[src/rtl/cache_memory_requester_if.sv]
// Port bundle between a cache controller / main memory and the line requester.
// "slave" is the requester's view; "master" is the controller-and-memory side.
interface cache_memory_requester_if #(
  parameter int ADDRESS_SIZE    = 12,
  parameter int CACHE_LINE_SIZE = 128
);
  logic                       req_valid;
  logic                       req_ready;
  logic                       req_write;
  logic                       req_fill;
  logic [ADDRESS_SIZE-1:0]    req_wb_address;
  logic [ADDRESS_SIZE-1:0]    req_fill_address;
  logic [CACHE_LINE_SIZE-1:0] req_wb_data;
  logic                       resp_valid;
  logic [CACHE_LINE_SIZE-1:0] resp_data;
  logic                       busy;
  logic                       mem_write_enable;
  logic                       mem_read_enable;
  logic [ADDRESS_SIZE-1:0]    mem_address;
  logic [CACHE_LINE_SIZE-1:0] mem_data_in;
  logic [CACHE_LINE_SIZE-1:0] mem_data_out;

  modport slave (
    input  req_valid, req_write, req_fill, req_wb_address, req_fill_address,
           req_wb_data, mem_data_out,
    output req_ready, resp_valid, resp_data, busy, mem_write_enable,
           mem_read_enable, mem_address, mem_data_in
  );

  modport master (
    output req_valid, req_write, req_fill, req_wb_address, req_fill_address,
           req_wb_data, mem_data_out,
    input  req_ready, resp_valid, resp_data, busy, mem_write_enable,
           mem_read_enable, mem_address, mem_data_in
  );
endinterface

[src/rtl/cache_memory_requester.sv]
// Line-granular writeback/fill sequencer in front of main memory.
// One request at a time; every output is a register.
module cache_memory_requester #(
  parameter int ADDRESS_SIZE    = 12,
  parameter int CACHE_LINE_SIZE = 128,
  parameter int MEMORY_LATENCY  = 5
) (
  input logic                     clk,
  input logic                     reset,
  cache_memory_requester_if.slave bus
);
  localparam int LB          = CACHE_LINE_SIZE / 8;
  localparam int OFFSET_BITS = (LB > 1) ? $clog2(LB) : 0;
  localparam int CW          = $clog2(MEMORY_LATENCY + 1);

  localparam logic [2:0] ST_IDLE       = 3'd0;
  localparam logic [2:0] ST_WRITE      = 3'd1;
  localparam logic [2:0] ST_WRITE_WAIT = 3'd2;
  localparam logic [2:0] ST_READ       = 3'd3;
  localparam logic [2:0] ST_READ_WAIT  = 3'd4;
  localparam logic [2:0] ST_DONE       = 3'd5;

  localparam logic [CW-1:0] COUNT_LOAD = CW'(MEMORY_LATENCY);
  localparam logic [CW-1:0] COUNT_LAST = CW'(1);

  logic [2:0]                 state_reg, state_next;
  logic [CW-1:0]              count_reg, count_next;
  logic                       fill_flag_reg, fill_flag_next;
  logic [ADDRESS_SIZE-1:0]    fill_addr_reg, fill_addr_next;
  logic                       req_ready_reg, busy_reg, resp_valid_reg;
  logic                       wr_en_reg, wr_en_next;
  logic                       rd_en_reg, rd_en_next;
  logic [ADDRESS_SIZE-1:0]    addr_reg, addr_next;
  logic [CACHE_LINE_SIZE-1:0] data_in_reg, data_in_next;
  logic [CACHE_LINE_SIZE-1:0] resp_data_reg, resp_data_next;

  logic [ADDRESS_SIZE-1:0]    wb_aligned;
  logic [ADDRESS_SIZE-1:0]    fill_aligned;

  // Byte-offset bits are forced to zero: memory returns shifted data otherwise.
  for (genvar gi = 0; gi < ADDRESS_SIZE; gi++) begin : g_align
    if (gi < OFFSET_BITS) begin : g_offset
      assign wb_aligned[gi]   = 1'b0;
      assign fill_aligned[gi] = 1'b0;
    end else begin : g_line
      assign wb_aligned[gi]   = bus.req_wb_address[gi];
      assign fill_aligned[gi] = bus.req_fill_address[gi];
    end
  end

  always_comb begin
    state_next     = state_reg;
    count_next     = count_reg;
    fill_flag_next = fill_flag_reg;
    fill_addr_next = fill_addr_reg;
    wr_en_next     = 1'b0;
    rd_en_next     = 1'b0;
    addr_next      = addr_reg;
    data_in_next   = data_in_reg;
    resp_data_next = resp_data_reg;

    case (state_reg)
      ST_IDLE: begin
        if (bus.req_valid) begin
          fill_flag_next = bus.req_fill;
          fill_addr_next = fill_aligned;
          if (bus.req_write) begin
            state_next   = ST_WRITE;
            wr_en_next   = 1'b1;
            addr_next    = wb_aligned;
            data_in_next = bus.req_wb_data;
          end else if (bus.req_fill) begin
            state_next = ST_READ;
            rd_en_next = 1'b1;
            addr_next  = fill_aligned;
          end else begin
            state_next = ST_DONE;
          end
        end
      end
      ST_WRITE: begin
        state_next = ST_WRITE_WAIT;
        count_next = COUNT_LOAD;
      end
      ST_WRITE_WAIT: begin
        if (count_reg <= COUNT_LAST) begin
          if (fill_flag_reg) begin
            state_next = ST_READ;
            rd_en_next = 1'b1;
            addr_next  = fill_addr_reg;
          end else begin
            state_next = ST_DONE;
          end
        end else begin
          count_next = count_reg - COUNT_LAST;
        end
      end
      ST_READ: begin
        state_next = ST_READ_WAIT;
        count_next = COUNT_LOAD;
      end
      ST_READ_WAIT: begin
        if (count_reg <= COUNT_LAST) begin
          state_next     = ST_DONE;
          resp_data_next = bus.mem_data_out;
        end else begin
          count_next = count_reg - COUNT_LAST;
        end
      end
      ST_DONE: state_next = ST_IDLE;
      default: state_next = ST_IDLE;
    endcase
  end

  // Status outputs are derived from the next state so they line up with it.
  always_ff @(posedge clk) begin
    if (reset) begin
      state_reg      <= ST_IDLE;
      count_reg      <= '0;
      fill_flag_reg  <= 1'b0;
      fill_addr_reg  <= '0;
      req_ready_reg  <= 1'b1;
      busy_reg       <= 1'b0;
      resp_valid_reg <= 1'b0;
      wr_en_reg      <= 1'b0;
      rd_en_reg      <= 1'b0;
      addr_reg       <= '0;
      data_in_reg    <= '0;
      resp_data_reg  <= '0;
    end else begin
      state_reg      <= state_next;
      count_reg      <= count_next;
      fill_flag_reg  <= fill_flag_next;
      fill_addr_reg  <= fill_addr_next;
      req_ready_reg  <= (state_next == ST_IDLE);
      busy_reg       <= (state_next != ST_IDLE);
      resp_valid_reg <= (state_next == ST_DONE);
      wr_en_reg      <= wr_en_next;
      rd_en_reg      <= rd_en_next;
      addr_reg       <= addr_next;
      data_in_reg    <= data_in_next;
      resp_data_reg  <= resp_data_next;
    end
  end

  assign bus.req_ready        = req_ready_reg;
  assign bus.busy             = busy_reg;
  assign bus.resp_valid       = resp_valid_reg;
  assign bus.resp_data        = resp_data_reg;
  assign bus.mem_write_enable = wr_en_reg;
  assign bus.mem_read_enable  = rd_en_reg;
  assign bus.mem_address      = addr_reg;
  assign bus.mem_data_in      = data_in_reg;
endmodule

[src/flat_wrapper.sv]
// flat-port wrapper written by rule: the top's interface ports become plain ports
module cache_memory_requester_flat 
#(
  parameter int ADDRESS_SIZE    = 12,
  parameter int CACHE_LINE_SIZE = 128,
  parameter int MEMORY_LATENCY  = 5
)
  (clk, reset, bus_req_valid, bus_req_write, bus_req_fill, bus_req_wb_address, bus_req_fill_address, bus_req_wb_data, bus_mem_data_out, bus_req_ready, bus_resp_valid, bus_resp_data, bus_busy, bus_mem_write_enable, bus_mem_read_enable, bus_mem_address, bus_mem_data_in);
  cache_memory_requester_if #(.ADDRESS_SIZE(ADDRESS_SIZE), .CACHE_LINE_SIZE(CACHE_LINE_SIZE)) bus_i ();
  input logic clk;
  input logic reset;
  input wire logic [$bits(bus_i.req_valid)-1:0] bus_req_valid;
  input wire logic [$bits(bus_i.req_write)-1:0] bus_req_write;
  input wire logic [$bits(bus_i.req_fill)-1:0] bus_req_fill;
  input wire logic [$bits(bus_i.req_wb_address)-1:0] bus_req_wb_address;
  input wire logic [$bits(bus_i.req_fill_address)-1:0] bus_req_fill_address;
  input wire logic [$bits(bus_i.req_wb_data)-1:0] bus_req_wb_data;
  input wire logic [$bits(bus_i.mem_data_out)-1:0] bus_mem_data_out;
  output wire logic [$bits(bus_i.req_ready)-1:0] bus_req_ready;
  output wire logic [$bits(bus_i.resp_valid)-1:0] bus_resp_valid;
  output wire logic [$bits(bus_i.resp_data)-1:0] bus_resp_data;
  output wire logic [$bits(bus_i.busy)-1:0] bus_busy;
  output wire logic [$bits(bus_i.mem_write_enable)-1:0] bus_mem_write_enable;
  output wire logic [$bits(bus_i.mem_read_enable)-1:0] bus_mem_read_enable;
  output wire logic [$bits(bus_i.mem_address)-1:0] bus_mem_address;
  output wire logic [$bits(bus_i.mem_data_in)-1:0] bus_mem_data_in;
  assign bus_i.req_valid = bus_req_valid;
  assign bus_i.req_write = bus_req_write;
  assign bus_i.req_fill = bus_req_fill;
  assign bus_i.req_wb_address = bus_req_wb_address;
  assign bus_i.req_fill_address = bus_req_fill_address;
  assign bus_i.req_wb_data = bus_req_wb_data;
  assign bus_i.mem_data_out = bus_mem_data_out;
  assign bus_req_ready = bus_i.req_ready;
  assign bus_resp_valid = bus_i.resp_valid;
  assign bus_resp_data = bus_i.resp_data;
  assign bus_busy = bus_i.busy;
  assign bus_mem_write_enable = bus_i.mem_write_enable;
  assign bus_mem_read_enable = bus_i.mem_read_enable;
  assign bus_mem_address = bus_i.mem_address;
  assign bus_mem_data_in = bus_i.mem_data_in;
  cache_memory_requester #(.ADDRESS_SIZE(ADDRESS_SIZE), .CACHE_LINE_SIZE(CACHE_LINE_SIZE), .MEMORY_LATENCY(MEMORY_LATENCY)) u_core (.clk(clk), .reset(reset), .bus(bus_i));
endmodule
[config.mk]
export PLATFORM = sky130hd
export DESIGN_NAME = cache_memory_requester_flat
export DESIGN_NICKNAME = d
export VERILOG_FILES = /design/src/rtl/cache_memory_requester_if.sv /design/src/rtl/cache_memory_requester.sv /design/src/flat_wrapper.sv
export SDC_FILE = /design/constraint.sdc
export NUM_CORES = 1
export LEC_CHECK = 0
export BUFFER_PORTS_ARGS = -buffer_cell sky130_fd_sc_hd__buf_2
export CORE_AREA = 2 2 217 219
export CTS_BUF_LIST = sky130_fd_sc_hd__clkbuf_4 sky130_fd_sc_hd__clkbuf_8
export DETAILED_ROUTE_END_ITERATION = 16
export DIE_AREA = 0 0 219 221
export PLACE_DENSITY = 0.54
export SLEW_MARGIN = 30
export SYNTH_ARGS = -nofsm -noshare
export SYNTH_HDL_FRONTEND = slang
export SYNTH_SLANG_ARGS = --single-unit
[constraint.sdc]
create_clock -name clk -period 2.2 [get_ports clk]
set_input_delay 0.44 -clock clk [delete_from_list [all_inputs] [get_ports clk]]
set_output_delay 0.44 -clock clk [all_outputs]
set_load 0.01 [all_outputs]
# Yosys cells after proc, flatten, opt, wreduce, memory -nomap -nowiden

Cells that the tools add are included.

Register bits after elaboration: 288
Latch bits: 0
Memory bits (writable): 0
ROM bits: 0
Bits of input ports: 285
Output and inout port bits: 273
Memories kept: 0

Add/subtract/negate cells: 1
$mul: 0
Divide/modulo/power cells: 0
Order comparisons: 1
Eq/ne operators: 10
Shifts and indexed selects: 0
Multiplexer cells: 22
Bitwise gates (word level): 2
Reduce and logical (&&, ||, !) cells: 13

Operators with widths:

| cell                  | number |
|---|---|
| $mux W12              | 5 |
| $pmux W12 S2          | 1 |
| $mux W3               | 7 |
| $pmux W3 S5           | 1 |
| $eq A3 B2 Y1 const B  | 2 |
| $eq A3 B3 Y1 const B  | 2 |
| $logic_not A3 Y1      | 2 |
| $mux W1               | 6 |
| $pmux W3 S2           | 1 |
| $reduce_and A2 Y1     | 3 |
| $reduce_and A5 Y1     | 1 |
| $ne A2 B1 Y1 const B  | 2 |
| $ne A2 B2 Y1 const B  | 2 |
| $reduce_bool A2 Y1    | 2 |
| $reduce_or A2 Y1      | 2 |
| $eq A3 B1 Y1 const B  | 1 |
| $le A3 B1 Y1 const B  | 1 |
| $ne A3 B3 Y1 const B  | 1 |
| $reduce_and A3 Y1     | 1 |
| $reduce_bool A3 Y1    | 1 |
| $reduce_or A3 Y1      | 1 |
| $sub A3 B1 Y3 const B | 1 |
| $not A1 Y1            | 2 |
| $pmux W1 S2           | 1 |

# Longest topological paths before layout

Word-level depth: 5
Gate-level depth with buffers: 8
Gate-level depth less buffers: 6

# Worst setup path after synthesis

OpenSTA, ideal clock, no wires.

Path type: flip-flop to flip-flop
Start point: reg u_core.count_reg[0]
End point: reg u_core.req_ready_reg (netlist: u_core.bus.req_ready)
Library setup time: 0.116 ns
Data arrival time: 1.540 ns
Required time: 2.084 ns
Path slack: 0.543 ns
Stages on the path, launching flop included: 6
Path buffers: 0
Path through: dfxtp_1 > ha_1 > o21ba_2 > o311ai_0 > o2111ai_1 > o211a_1

Word-level cells in the longest chain between the ends: 4

Ends and longest elaborated chain:

| element                    | line                                                        | RTL |
|---|---|---|
| start: declaration         | cache_memory_requester.sv:27                                | `logic [CW-1:0] count_reg, count_next;` |
| start signal: assignment   | cache_memory_requester.sv:132                               | `count_reg <= count_next;` |
| $le A3 B1 Y1 *             | cache_memory_requester.sv:86, cache_memory_requester.sv:103 |  |
| $mux W3 (on tied branches) | cache_memory_requester.sv:103, cache_memory_requester.sv:86 |  |
| $pmux W3 S5 *              | cache_memory_requester.sv:62                                | `case (state_reg)` |
| $logic_not A3 Y1 *         | cache_memory_requester.sv:135                               | `req_ready_reg <= (state_next == ST_IDLE);` |
| end signal: assignment     | cache_memory_requester.sv:135                               |  |
| end: declaration           | cache_memory_requester.sv:30                                | `logic req_ready_reg, busy_reg, resp_valid_reg;` |

Every way passes the cells marked *; elsewhere a longest branch is shown, timed or not.
A chain may end at the register's enable or synchronous reset.

# Worst setup path after layout

Start point: reg u_core.count_reg[0]
End point: reg u_core.resp_data_reg[15] (netlist: u_core.bus.resp_data[15])

Word-level cells in the longest chain between the ends: 2

Ends and longest elaborated chain:

| element                     | line                          | RTL |
|---|---|---|
| $le A3 B1 Y1                | cache_memory_requester.sv:103 | `if (count_reg <= COUNT_LAST) begin` |
| $reduce_and A2 Y1 (no line) | --                            |  |
| end signal: assignment      | cache_memory_requester.sv:142 | `resp_data_reg <= resp_data_next;` |
| end: declaration            | cache_memory_requester.sv:35  | `logic [CACHE_LINE_SIZE-1:0] resp_data_reg, resp_data_next;` |

Every way passes these cells.

==> results.md <==
- The total die area is 48,400 µm².
- The post-CTS setup buffer count is 0.
- Setup violations remaining at the end of the flow were counted as 0.
- Ranked by total cell area, the synthesized netlist is headed by sky130_fd_sc_hd__dfxtp_1 (55%), sky130_fd_sc_hd__nand2_1 (19%), sky130_fd_sc_hd__a21oi_1 (13%), sky130_fd_sc_hd__buf_2 (1.7%), sky130_fd_sc_hd__buf_6 (1.7%).
- The core outline area is 46,100 µm².
- During synthesis, Yosys emitted a total of 0 warnings.
- Traced cell by cell, the critical path runs through ha_1 -> o21bai_1 -> and3_4 -> buf_12 -> buf_12 -> nand2_1 -> a21oi_1.
- The number of global-route vias before repair is 10,100.
- From bottom edge to top edge, the die measures 221 µm.
- Detailed placement ended at an HPWL of 25,500 µm.
- The actual slew at the worst max-slew pin is 0.661 ns.
- The total power of the final layout is 14,900 µW.
- The post-synthesis instance area is 10,300 µm².
- The global-route wire length before repair is 53,200 µm.
- The endpoint identified for the worst register-to-register timing path is u_core.bus.resp_data[15]$_SDFFE_PP0P_.
- The layout has 5,011 filler cells.
- The reg-to-reg critical path startpoint is u_core.count_reg[0]$_SDFFE_PP0P_.
- For this design the static power due to leakage is 0.00678 µW.
- The dominant synthesized flop cell is sky130_fd_sc_hd__dfxtp_1.
- For the worst setup path, the data required time is 2.72 ns.
- The number of rows in the core area is 79.
- In the final layout, the share of cells above drive strength 1 is 37.5%.
- Counting I/O delays and the setup requirement, the final critical path takes 1.98 ns.
- TritonCTS built the clock tree.
- Counting along the longest clock path gives a buffer depth of 3.
- The number of synthesized register bits is 284.
- The kind of start point of the critical path is a flip-flop.
- Summing the sequential cell areas from Yosys gives 55.1% of the chip area.
- From left edge to right edge, the die measures 219 µm.
- The flow ran to the end, and the final reports show no timing, DRC or antenna violations.
- The number of hold buffers added after cts is 0.
- The first element of the critical path is u_core.count_reg[0]$_SDFFE_PP0P_.
- The H-tree was split into 2 levels.
- Once layout is complete, the utilization of the core stands at 32.3%.
- The worst path meets setup with 0.220 ns of slack.
- The number of antenna violations at the first check in global routing is 0.
- Once the clock tree was built, the resizer swapped 0 gates to a different size.
- CTS placed an instance of sky130_fd_sc_hd__clkbuf_8 at the clock tree root.
- The last weighted congestion value of the routability-driven placer is 0.819.
- The largest stage delay on the critical path is 0.44 ns.
- Among all stages on the critical path, the largest delay is contributed by sky130_fd_sc_hd__dfxtp_1.
- The largest net degree at the start of global routing is 79.
- The DRC violation count after routing is 0.
- In the final design database the tool counted 2,113 nets.
- By startpoint and endpoint, the worst setup path is classified as reg -> reg.
- Clock tree synthesis found a total of 284 sinks.
- The peak ir drop on the vdd network is 0.000510 V.
- Across the run, the number of max-cap violations was 0.
- The type of the worst min-delay path is in -> reg.
- The number of slew-limit violations in the final report is 0.
- In this run the remaining antenna-violating nets after routing total 0.
- The layout-stage area growth over the synthesis result is 44.3%.
- The violation count after the first detailed-routing iteration is 485.
- Once the floorplan was initialized, standard cells occupied 22.4% of the core.
- The register clock-pin slew on the reported worst setup and hold paths is 0.06 ns.
- The number of cells on the worst reg-to-reg path is 7.
- Prior to clock tree synthesis, the placed netlist has a worst setup slack of 0.231 ns.
- TritonCTS created 50 clock buffers.
- The number of synthesized flops with an enable pin is 0.
- The mean cell area of the mapped netlist is 8.05 µm².
- In this run the register-to-register setup slack is 0.22 ns.
- The tightest hold margin is 0.0796 ns.
- After detailed routing, the average wire length per cell comes to 14.0 µm.
- The number of endpoints with negative hold slack in the final report came to 0.
- Setup total negative slack on the finished layout was measured at 0 ns.
- The final clock period utilization by the worst path is 90.0%.
- In this run, distinct cell masters in the synthesized netlist total 40.
- Timing would allow up to 505 MHz.
- The repair_antennas step left the layout with diodes totalling 0.
- The number of instances in the synthesized netlist is 1,281.
- The total congestion overflow is 0.
- The overall fraction of global-route tracks in use is 13.6%.
- The arrival time at the worst endpoint is 2.50 ns.
- The later pin in the worst-skew pair is clocked with a latency of 0.59 ns.
- After synthesis, the share of flip-flops with an asynchronous set or reset is 0%.
- Summed over all instances, the cell type with the most area after synthesis is sky130_fd_sc_hd__dfxtp_1.
- Following the worst setup path forward leads to its endpoint at u_core.bus.resp_data[15]$_SDFFE_PP0P_.
- The number of input and output port buffers inserted is 545.
- Setup repair after global routing left no endpoint under its margin.
- The category of the worst setup path capture point is a flip-flop.
- Dividing total power by cell area gives a power density of 1000 nW/µm².
- Across the routed clock network, the largest skew measured is 0.00956 ns.
- In this run the tightest slew margin relative to its limit is 55.8%.
- During I/O placement, the number of pins put on the boundary was 558.
- Summed over all layers, the routed wires come to 34,700 µm.
- For this block, the via count after detailed routing is 10,500.
- The fraction of post-synthesis cell area in the top cell type by area is 55.1%.
- By instance count, the cell type seen most on the critical path is sky130_fd_sc_hd__buf_12.
- The worst-path maximum fanout is 47.
- The mean number of vias per cell is 4.24.
- The number of detailed-route iterations in the first pass is 5.
==> layout make-up <==
| class | instances | area, µm² | share of cell area, % |
|---|---|---|---|
| Multi-Input combinational cell | 894 | 4070 | 27.4 |
| Tap cell | 607 | 759 | 5.11 |
| Inverter | 7 | 26.3 | 0.177 |
| Clock buffer | 83 | 1050 | 7.05 |
| Timing Repair Buffer | 589 | 3180 | 21.4 |
| Clock inverter | 9 | 104 | 0.698 |
| Sequential cell | 284 | 5690 | 38.2 |
==> report_power, final <==
group          internal, µW  leakage, µW  switching [µW]  total, µW
logic                  1350      0.00386            2020       3380
registers              5760      0.00231             331       6090
clock network          3240     0.000612            2180       5430
total                 10400      0.00678            4540      14900
==> worst min path at each step <==
stage	from	end	slack [ns]	depth (start not counted)
after floorplan	u_core.fill_addr_reg[10]$_SDFFE_PP0P_	u_core.fill_addr_reg[10]$_SDFFE_PP0P_	0.44	2
after global placement	u_core.bus.mem_data_in[96]$_SDFFE_PP0P_	u_core.bus.mem_data_in[96]$_SDFFE_PP0P_	0.44	2
after detailed placement	u_core.bus.resp_data[56]$_SDFFE_PP0P_	u_core.bus.resp_data[56]$_SDFFE_PP0P_	0.44	2
after CTS	bus_mem_data_out[10]	u_core.bus.resp_data[10]$_SDFFE_PP0P_	0.004	3
after global routing	bus_mem_data_out[19]	u_core.bus.resp_data[19]$_SDFFE_PP0P_	0.02	3
final	bus_mem_data_out[13]	u_core.bus.resp_data[13]$_SDFFE_PP0P_	0.08	3
==> worst max-delay path: cells and delay by family, from the launching register on <==
family	cells	cell delay (ns)
flops	1	0.44
buf+inv	2	0.39
simple gates	2	0.41
compound gates	2	0.43
fa+ha+maj	1	0.19
==> cells in the mapped netlist, types with 2 or more instances <==
master / count
sky130_fd_sc_hd__buf_4: 7
sky130_fd_sc_hd__o21ai_0: 10
sky130_fd_sc_hd__ha_1: 2
sky130_fd_sc_hd__a31oi_1: 3
sky130_fd_sc_hd__buf_2: 36
sky130_fd_sc_hd__nor2_1: 9
sky130_fd_sc_hd__o211a_1: 2
sky130_fd_sc_hd__inv_1: 7
sky130_fd_sc_hd__mux2_2: 8
sky130_fd_sc_hd__clkbuf_1: 40
sky130_fd_sc_hd__nor4b_4: 2
sky130_fd_sc_hd__dfxtp_1: 284
sky130_fd_sc_hd__nand3b_1: 3
sky130_fd_sc_hd__mux2i_1: 8
sky130_fd_sc_hd__nor3b_1: 2
sky130_fd_sc_hd__nor3_1: 2
sky130_fd_sc_hd__a21oi_1: 276
sky130_fd_sc_hd__or3_1: 9
sky130_fd_sc_hd__nand2_1: 535
sky130_fd_sc_hd__buf_6: 16
==> per-layer routing <==
| metal | wire, µm | vias to the layer above | track usage, % | part of all wire, % |
|---|---|---|---|---|
| met2 | 16900 | 433 | 23.9 | 49 |
| met1 | 13600 | 4767 | 15.0 | 39 |
| met3 | 3510 | 53 | 5.11 | 10 |
| met5 | 0 | - | 0 | 0 |
| li1 | - | 5244 | - | - |
| met4 | 780 | 0 | 4.49 | 2.2 |
==> layout by cell type, fill, tap and decap left out, types with 3 or more instances in the layout <==
cell type,count
sky130_fd_sc_hd__buf_2,544
sky130_fd_sc_hd__nand2_1,534
sky130_fd_sc_hd__dfxtp_1,284
sky130_fd_sc_hd__a21oi_1,276
sky130_fd_sc_hd__clkbuf_8,69
sky130_fd_sc_hd__buf_4,35
sky130_fd_sc_hd__clkbuf_4,15
sky130_fd_sc_hd__o21ai_0,10
sky130_fd_sc_hd__nor2_1,9
sky130_fd_sc_hd__or3_1,9
sky130_fd_sc_hd__buf_12,9
sky130_fd_sc_hd__mux2_2,8
sky130_fd_sc_hd__mux2i_1,8
sky130_fd_sc_hd__inv_1,7
sky130_fd_sc_hd__clkinv_2,5
sky130_fd_sc_hd__conb_1,4
sky130_fd_sc_hd__a31oi_1,3
sky130_fd_sc_hd__nand3b_1,3
==> cells by family after synthesis <==
logic type,after synthesis,synth area share [%]
compound gates,302,15.2
xor+xnor,1,0.158
fa+ha+maj,2,0.243
buf+inv,106,5.72
flops,284,55.1
mux,16,1.65
other cells,1,0.0364
simple gates,569,21.8
==> through the flow <==
step,cell area (µm²),instances
after global placement,13700,2381
final,14900,2473
after global routing,14900,2473
after floorplan,10300,1284
after detailed placement,13700,2381
after CTS,14900,2473
(Power assumes the default switching activity.)
